File: src/rtl/ahb_apb_pkg.sv
// Shared encodings for the multi-slave AHB-to-APB bridge.
// Transfer types, response codes, FSM states, select-field width.
package ahb_apb_pkg;

  typedef enum logic [1:0] {
    TR_IDLE   = 2'b00,
    TR_BUSY   = 2'b01,
    TR_NONSEQ = 2'b10,
    TR_SEQ    = 2'b11
  } htrans_e;

  typedef enum logic [1:0] {
    RESP_OKAY  = 2'b00,
    RESP_ERROR = 2'b01
  } hresp_e;

  typedef enum logic [2:0] {
    ST_IDLE,
    ST_ADDR,
    ST_SETUP,
    ST_ACCESS,
    ST_DONE,
    ST_ERR1,
    ST_ERR2
  } state_e;

  function automatic int sel_w(input int n);
    return (n > 1) ? $clog2(n) : 1;
  endfunction

endpackage

File: src/rtl/ahb_apb_bridge_multi_if.sv
// AHB-Lite slave side and APB master side of the bridge.
// slave: bridge view; master: AHB/APB environment view.
interface ahb_apb_bridge_multi_if #(
  parameter int ADDR_W     = 32,
  parameter int DATA_W     = 32,
  parameter int NUM_SLAVES = 4
);

  logic                  Hsel;
  logic [ADDR_W-1:0]     Haddr;
  logic [1:0]            Htrans;
  logic                  Hwrite;
  logic [DATA_W-1:0]     Hwdata;
  logic                  Hreadyin;
  logic                  Hreadyout;
  logic [1:0]            Hresp;
  logic [DATA_W-1:0]     Hrdata;
  logic [ADDR_W-1:0]     Paddr;
  logic [NUM_SLAVES-1:0] Pselx;
  logic                  Penable;
  logic                  Pwrite;
  logic [DATA_W-1:0]     Pwdata;
  logic [DATA_W-1:0]     Prdata;
  logic                  Pready;
  logic                  Pslverr;

  modport slave (
    input  Hsel, Haddr, Htrans, Hwrite,
    input  Hwdata, Hreadyin,
    input  Prdata, Pready, Pslverr,
    output Hreadyout, Hresp, Hrdata,
    output Paddr, Pselx, Penable,
    output Pwrite, Pwdata
  );

  modport master (
    output Hsel, Haddr, Htrans, Hwrite,
    output Hwdata, Hreadyin,
    output Prdata, Pready, Pslverr,
    input  Hreadyout, Hresp, Hrdata,
    input  Paddr, Pselx, Penable,
    input  Pwrite, Pwdata
  );

endinterface

File: src/rtl/apb_slave_decoder.sv
// Haddr to APB slave index, one-hot select and in-range flag.
// Select field starts at SLV_SEL_LSB, at least one bit wide.
module apb_slave_decoder
  import ahb_apb_pkg::*;
#(
  parameter int ADDR_W      = 32,
  parameter int NUM_SLAVES  = 4,
  parameter int SLV_SEL_LSB = 12,
  parameter int SW          = sel_w(NUM_SLAVES)
) (
  input  logic [ADDR_W-1:0]     haddr,
  output logic [SW-1:0]         idx,
  output logic [NUM_SLAVES-1:0] sel,
  output logic                  in_range
);

  localparam logic [SW:0] NS = (SW+1)'(NUM_SLAVES);

  logic unused_addr;

  assign idx         = haddr[SLV_SEL_LSB +: SW];
  assign in_range    = {1'b0, idx} < NS;
  assign unused_addr = ^haddr;

  always_comb begin
    sel = '0;
    for (int i = 0; i < NUM_SLAVES; i++) begin
      if (idx == SW'(i)) sel[i] = 1'b1;
    end
  end

endmodule

File: src/rtl/ahb_apb_bridge_multi.sv
// AHB-Lite to multi-slave APB bridge with wait states.
// Define AHB2APB_PSLVERR_EN to map Pslverr/out-of-range to ERROR.
module ahb_apb_bridge_multi
  import ahb_apb_pkg::*;
#(
  parameter int ADDR_W      = 32,
  parameter int DATA_W      = 32,
  parameter int NUM_SLAVES  = 4,
  parameter int SLV_SEL_LSB = 12
) (
  input logic                  Hclk,
  input logic                  Hresetn,
  ahb_apb_bridge_multi_if.slave bus
);

  localparam int SW = sel_w(NUM_SLAVES);

  state_e st, nx;

  logic [ADDR_W-1:0]     addr_q;
  logic                  wr_q;
  logic                  inr_q;
  logic [NUM_SLAVES-1:0] sel_q;
  logic [DATA_W-1:0]     pwdata_q;
  logic [DATA_W-1:0]     hrdata_q;
  logic [NUM_SLAVES-1:0] dec_sel;
  logic                  dec_inr;
  logic [SW-1:0]         unused_idx;
  logic                  valid;
  logic                  take;
  logic                  unused_in;

  apb_slave_decoder #(
    .ADDR_W     (ADDR_W),
    .NUM_SLAVES (NUM_SLAVES),
    .SLV_SEL_LSB(SLV_SEL_LSB),
    .SW         (SW)
  ) u_dec (
    .haddr   (bus.Haddr),
    .idx     (unused_idx),
    .sel     (dec_sel),
    .in_range(dec_inr)
  );

  assign valid = bus.Hsel & bus.Htrans[1]
               & bus.Hreadyin;
  assign take  = valid & ((st == ST_IDLE)
               | (st == ST_DONE)
               | (st == ST_ERR2));

`ifdef AHB2APB_PSLVERR_EN
  assign unused_in = bus.Htrans[0];
`else
  assign unused_in = bus.Htrans[0] ^ bus.Pslverr;
`endif

  always_ff @(posedge Hclk or negedge Hresetn) begin
    if (!Hresetn) st <= ST_IDLE;
    else          st <= nx;
  end

  always_comb begin
    nx = st;
    unique case (st)
      ST_IDLE:  if (take) nx = ST_ADDR;
      ST_ADDR: begin
`ifdef AHB2APB_PSLVERR_EN
        nx = inr_q ? ST_SETUP : ST_ERR1;
`else
        nx = inr_q ? ST_SETUP : ST_DONE;
`endif
      end
      ST_SETUP: nx = ST_ACCESS;
      ST_ACCESS: begin
        if (bus.Pready) begin
`ifdef AHB2APB_PSLVERR_EN
          nx = bus.Pslverr ? ST_ERR1 : ST_DONE;
`else
          nx = ST_DONE;
`endif
        end
      end
      ST_DONE:  nx = take ? ST_ADDR : ST_IDLE;
      ST_ERR1:  nx = ST_ERR2;
      ST_ERR2:  nx = take ? ST_ADDR : ST_IDLE;
      default:  nx = ST_IDLE;
    endcase
  end

  always_comb begin
    bus.Hreadyout = 1'b0;
    bus.Hresp     = RESP_OKAY;
    bus.Pselx     = '0;
    bus.Penable   = 1'b0;
    unique case (st)
      ST_IDLE, ST_DONE: bus.Hreadyout = 1'b1;
      ST_SETUP:  bus.Pselx = sel_q;
      ST_ACCESS: begin
        bus.Pselx   = sel_q;
        bus.Penable = 1'b1;
      end
      ST_ERR1: bus.Hresp = RESP_ERROR;
      ST_ERR2: begin
        bus.Hreadyout = 1'b1;
        bus.Hresp     = RESP_ERROR;
      end
      default: ;
    endcase
  end

  assign bus.Paddr  = addr_q;
  assign bus.Pwrite = wr_q;
  assign bus.Pwdata = pwdata_q;
  assign bus.Hrdata = hrdata_q;

  always_ff @(posedge Hclk or negedge Hresetn) begin
    if (!Hresetn) begin
      addr_q   <= '0;
      wr_q     <= 1'b0;
      inr_q    <= 1'b0;
      sel_q    <= '0;
      pwdata_q <= '0;
      hrdata_q <= '0;
    end else begin
      if (take) begin
        addr_q <= bus.Haddr;
        wr_q   <= bus.Hwrite;
        sel_q  <= dec_sel;
        inr_q  <= dec_inr;
      end
      if (st == ST_ADDR && wr_q)
        pwdata_q <= bus.Hwdata;
`ifndef AHB2APB_PSLVERR_EN
      // unmapped reads return zero
      if (st == ST_ADDR && !wr_q && !inr_q)
        hrdata_q <= '0;
`endif
      if (st == ST_ACCESS && bus.Pready && !wr_q)
        hrdata_q <= bus.Prdata;
    end
  end

endmodule

File: src/flat_wrapper.sv
// flat-port wrapper written by rule: the top's interface ports become plain ports
module ahb_apb_bridge_multi_flat import ahb_apb_pkg::*;
#(
  parameter int ADDR_W      = 32,
  parameter int DATA_W      = 32,
  parameter int NUM_SLAVES  = 4,
  parameter int SLV_SEL_LSB = 12
)
  (Hclk, Hresetn, bus_Hsel, bus_Haddr, bus_Htrans, bus_Hwrite, bus_Hwdata, bus_Hreadyin, bus_Prdata, bus_Pready, bus_Pslverr, bus_Hreadyout, bus_Hresp, bus_Hrdata, bus_Paddr, bus_Pselx, bus_Penable, bus_Pwrite, bus_Pwdata);
  ahb_apb_bridge_multi_if #(.ADDR_W(ADDR_W), .DATA_W(DATA_W), .NUM_SLAVES(NUM_SLAVES)) bus_i ();
  input logic Hclk;
  input logic Hresetn;
  input wire logic [$bits(bus_i.Hsel)-1:0] bus_Hsel;
  input wire logic [$bits(bus_i.Haddr)-1:0] bus_Haddr;
  input wire logic [$bits(bus_i.Htrans)-1:0] bus_Htrans;
  input wire logic [$bits(bus_i.Hwrite)-1:0] bus_Hwrite;
  input wire logic [$bits(bus_i.Hwdata)-1:0] bus_Hwdata;
  input wire logic [$bits(bus_i.Hreadyin)-1:0] bus_Hreadyin;
  input wire logic [$bits(bus_i.Prdata)-1:0] bus_Prdata;
  input wire logic [$bits(bus_i.Pready)-1:0] bus_Pready;
  input wire logic [$bits(bus_i.Pslverr)-1:0] bus_Pslverr;
  output wire logic [$bits(bus_i.Hreadyout)-1:0] bus_Hreadyout;
  output wire logic [$bits(bus_i.Hresp)-1:0] bus_Hresp;
  output wire logic [$bits(bus_i.Hrdata)-1:0] bus_Hrdata;
  output wire logic [$bits(bus_i.Paddr)-1:0] bus_Paddr;
  output wire logic [$bits(bus_i.Pselx)-1:0] bus_Pselx;
  output wire logic [$bits(bus_i.Penable)-1:0] bus_Penable;
  output wire logic [$bits(bus_i.Pwrite)-1:0] bus_Pwrite;
  output wire logic [$bits(bus_i.Pwdata)-1:0] bus_Pwdata;
  assign bus_i.Hsel = bus_Hsel;
  assign bus_i.Haddr = bus_Haddr;
  assign bus_i.Htrans = bus_Htrans;
  assign bus_i.Hwrite = bus_Hwrite;
  assign bus_i.Hwdata = bus_Hwdata;
  assign bus_i.Hreadyin = bus_Hreadyin;
  assign bus_i.Prdata = bus_Prdata;
  assign bus_i.Pready = bus_Pready;
  assign bus_i.Pslverr = bus_Pslverr;
  assign bus_Hreadyout = bus_i.Hreadyout;
  assign bus_Hresp = bus_i.Hresp;
  assign bus_Hrdata = bus_i.Hrdata;
  assign bus_Paddr = bus_i.Paddr;
  assign bus_Pselx = bus_i.Pselx;
  assign bus_Penable = bus_i.Penable;
  assign bus_Pwrite = bus_i.Pwrite;
  assign bus_Pwdata = bus_i.Pwdata;
  ahb_apb_bridge_multi #(.ADDR_W(ADDR_W), .DATA_W(DATA_W), .NUM_SLAVES(NUM_SLAVES), .SLV_SEL_LSB(SLV_SEL_LSB)) u_core (.Hclk(Hclk), .Hresetn(Hresetn), .bus(bus_i));
endmodule
File: config.mk
export PLATFORM = sky130hd
export DESIGN_NAME = ahb_apb_bridge_multi_flat
export DESIGN_NICKNAME = d
export VERILOG_FILES = /design/src/rtl/ahb_apb_pkg.sv /design/src/rtl/ahb_apb_bridge_multi_if.sv /design/src/rtl/apb_slave_decoder.sv /design/src/rtl/ahb_apb_bridge_multi.sv /design/src/flat_wrapper.sv
export SDC_FILE = /design/constraint.sdc
export NUM_CORES = 1
export LEC_CHECK = 0
export CAP_MARGIN = 20
export CORE_MARGIN = 5
export CORE_UTILIZATION = 40
export DETAILED_ROUTE_END_ITERATION = 8
export PLACE_DENSITY = 0.8
export RECOVER_POWER = 50
export SLEW_MARGIN = 25
export SYNTH_ARGS = -nofsm -noshare
export SYNTH_HDL_FRONTEND = slang
export SYNTH_SLANG_ARGS = --single-unit
File: constraint.sdc
create_clock -name Hclk -period 2.8 [get_ports Hclk]
set_input_delay 0.42 -clock Hclk [delete_from_list [all_inputs] [get_ports Hclk]]
set_output_delay 0.42 -clock Hclk [all_outputs]
set_load 0.005 [all_outputs]
==> qor.csv <==
metric;value;unit
Max Cap Viol;0;
final routed DRC violation total;0;
Overflow after GRT;0;
cts-stage hold buffer count;0;
clk_lat worst skew;0.35;ns
setup TNS;0;ns
Final HPWL DP;8100;µm
I/O pin cnt;210;
post-CTS setup buffers;0;
Clk pwr share;16.1;%
CTS clk-pin slew, worst paths;0.10;ns
RePlAce Congestion;0.765;
M3 GR Usage;7.82;%
Starting Density;41.2;%
TritonCTS Buffers;9;
measured slew at the worst slew-check pin;1.32;ns
DIE AREA;12200;µm²
ys flop type;dfrtp_1;
Post-synth EDFFs;0;
hold slack;0.338;ns
# fillers;789;
met1 usage;21.1;%
Synth Warn #;0;
Clock Skew;0.0116;ns
post-synthesis simple-gate area fraction;3.99;%
initial antenna violation count;1;
first-pass GRT wire length;17400;µm
H-tree levels;3;
outcome;finished clean;
vias in the first global route;3242;
gr busiest metal;met2;
CTS tree;done;
post-route minimum period;2.34;ns
total track usage;17.6;%
Placed Area;6200;µm²
post-CTS resize count;0;
Post-synth ARST share;100;%
DRT Pass-1 Iters;4;
Final Cell Area;6400;µm²
Compound-Gate Fraction of Synth Area;8.00;%
vias post-DR;2906;
crit path DAT;2.57;ns
Clock Sinks;105;
M2 GR Usage;29.1;%
Hold Fails Final Rpt;0;
Post-Syn Nets;362;
max-slew violation count;0;
post-synthesis sequential area ratio;64.9;%
Post-Route WL;10600;µm
Synth Area in Adders;0;%
Final period util;83.5;%
Die Height;111;µm
Syn Area/Cell;15.8;µm²
Die X;111;µm
Worst Path Class, Setup;reg -> reg;
Max-Slew Margin vs Limit;11.8;%
Fmax achieved;428;MHz
Startpoint Class;flip-flop;
drt wl/cell;17.6;µm
Layout Nets;568;
synthesis-stage register bit count;105;
drt via density;4.84;
DRT antenna net count;0;
Core Box Area;9820;µm²
1st-iter DRT viols;96;
Bufs on Longest Clock Path;2;
Max VDD drop;541;µV
CP Capture Type;flip-flop;
HP Class;in -> async;
Seq pwr share;42.0;%
Port Buffers;206;
mux cell area share after synthesis;19.2;%
Internal;4470;µW
synth-to-layout area growth;58.2;%
pwr/cell area;972;nW/µm²
RSZ-0062 raised after global routing;false;
critical-path maximum fanout;22;
Static Leak;0.00277;µW
row cnt;36;
Final setup viols;0;
post-synthesis cell area;4050;µm²
Comb power frac;41.9;%
Distinct cells, synth;29;
pin count of the biggest net entering global routing;54;
Psw;1760;µW
Root Driver;clkbuf_8;
Post-Synth XOR/XNOR Area;0.216;%
share of layout cells above drive strength 1;10.1;%
largest family of logic cells by synthesized area;multiplexers;
CP Data Required Time;3.04;ns
Syn Inst Count;257;
Sw Ratio;28.3;%
-- logic make-up (layout without fill, tap and decap cells) --
logic type,Yosys count,after routing
xor gates and xnor gates,1,1
buffers and inverters,20,230
DFF,105,105
AOI/OAI and AO/OA,38,38
other,1,2
muxes,69,69
and+or+nand+nor,23,23
-- synthesized netlist by cell type, types with 2 or more instances --
cell type	number	share of area [%]
inv_1	2	0.19
and2_1	4	0.62
nor2_1	5	0.46
o21ai_0	2	0.25
dfrtp_1	105	65
buf_4	7	1.3
a22o_1	30	6.5
mux2_1	48	13
a22o_2	2	0.49
buf_2	5	0.62
mux2_2	20	5.6
nand2_1	3	0.28
buf_6	5	1.4
nor2b_1	4	0.62
-- state kept, by name, indices dropped and copies added, names as in the netlist --
name,flops
u_core.inr_q,1
u_core.bus.Pwrite,1
u_core.sel_q,4
u_core.bus.Pwdata,32
u_core.bus.Hrdata,32
u_core.st,3
u_core.bus.Paddr,32
-- stage by stage --
| stage | std cells | util, % | power [µW] | setup slack [ns] |
|---|---|---|---|---|
| after global placement | 585 | 63.2 | 5350 | 0.750 |
| after detailed placement | 585 | 63.2 | 5460 | 0.710 |
| after CTS | 600 | 65.3 | 6470 | 0.450 |
| after floorplan | 257 | - | 3650 | 1.14 |
| final | 601 | 65.2 | 6230 | 0.463 |
| after global routing | 601 | 65.2 | 6660 | 0.276 |
-- layout make-up --
cell class	count	area, µm²	share of cell area [%]
timing repair buffer	212	2110	32.9
tap	133	166	2.60
antenna	1	2.50	0.0391
sequential	105	2630	41.0
clock inverter	5	81.3	1.27
inverter	3	13.8	0.215
clock buffer	10	128	1.99
multi-input combinational	132	1280	20.0
-- placed cells by master (no fill, tap or decap), drive strengths merged, types with 2 or more instances in the layout --
cell	n
a22o	32
and2	4
buf	4
bufinv	2
clkbuf	13
clkdlybuf4s50	158
clkinv	2
dfrtp	105
dlygate4sd3	47
inv	3
mux2	68
nand2	3
nor2	5
nor2b	5
o21ai	2
or2	2
-- routing by layer --
layer,up-vias,share of wire [%]
met1,1441,41
met4,0,1.4
met2,124,49
met3,13,9.0
met5,-,0
li1,1328,-
-- worst max-delay path: stages, from the launching register on --
cell and delay [ns]:
dfrtp_1 0.58, nor2b_4 0.12, nor3_2 0.19, clkbuf_1 0.91
mux2_2 0.42
-- power groups by stage --
stage / combinational (µW) / sequential, µW / clock [µW]
after global placement: 2720 / 2630 / 0
after detailed placement: 2780 / 2670 / 0
after CTS: 2800 / 2640 / 1030
after global routing: 2830 / 2730 / 1100
final: 2610 / 2610 / 1000
after floorplan: 1000 / 2640 / 0
-- worst paths after layout --
check                      cells after the start                                end  slack, ns                             start
min reg2reg                                    1   u_core.bus.Paddr[18]$_DFFE_PN0P_       0.48  u_core.bus.Paddr[18]$_DFFE_PN0P_
max reg2reg                                    4   u_core.bus.Paddr[27]$_DFFE_PN0P_       0.46          u_core.st[2]$_DFFE_PN0P_
min                                            1   u_core.bus.Hrdata[1]$_DFFE_PN0P_       0.34                           Hresetn
min in group Hclk                              1   u_core.bus.Paddr[18]$_DFFE_PN0P_       0.48  u_core.bus.Paddr[18]$_DFFE_PN0P_
max                                            4   u_core.bus.Paddr[27]$_DFFE_PN0P_       0.46          u_core.st[2]$_DFFE_PN0P_
max in group asynchronous                      2  u_core.bus.Pwdata[27]$_DFFE_PN0P_       1.53                           Hresetn
Power figures use the tool's default switching activity.
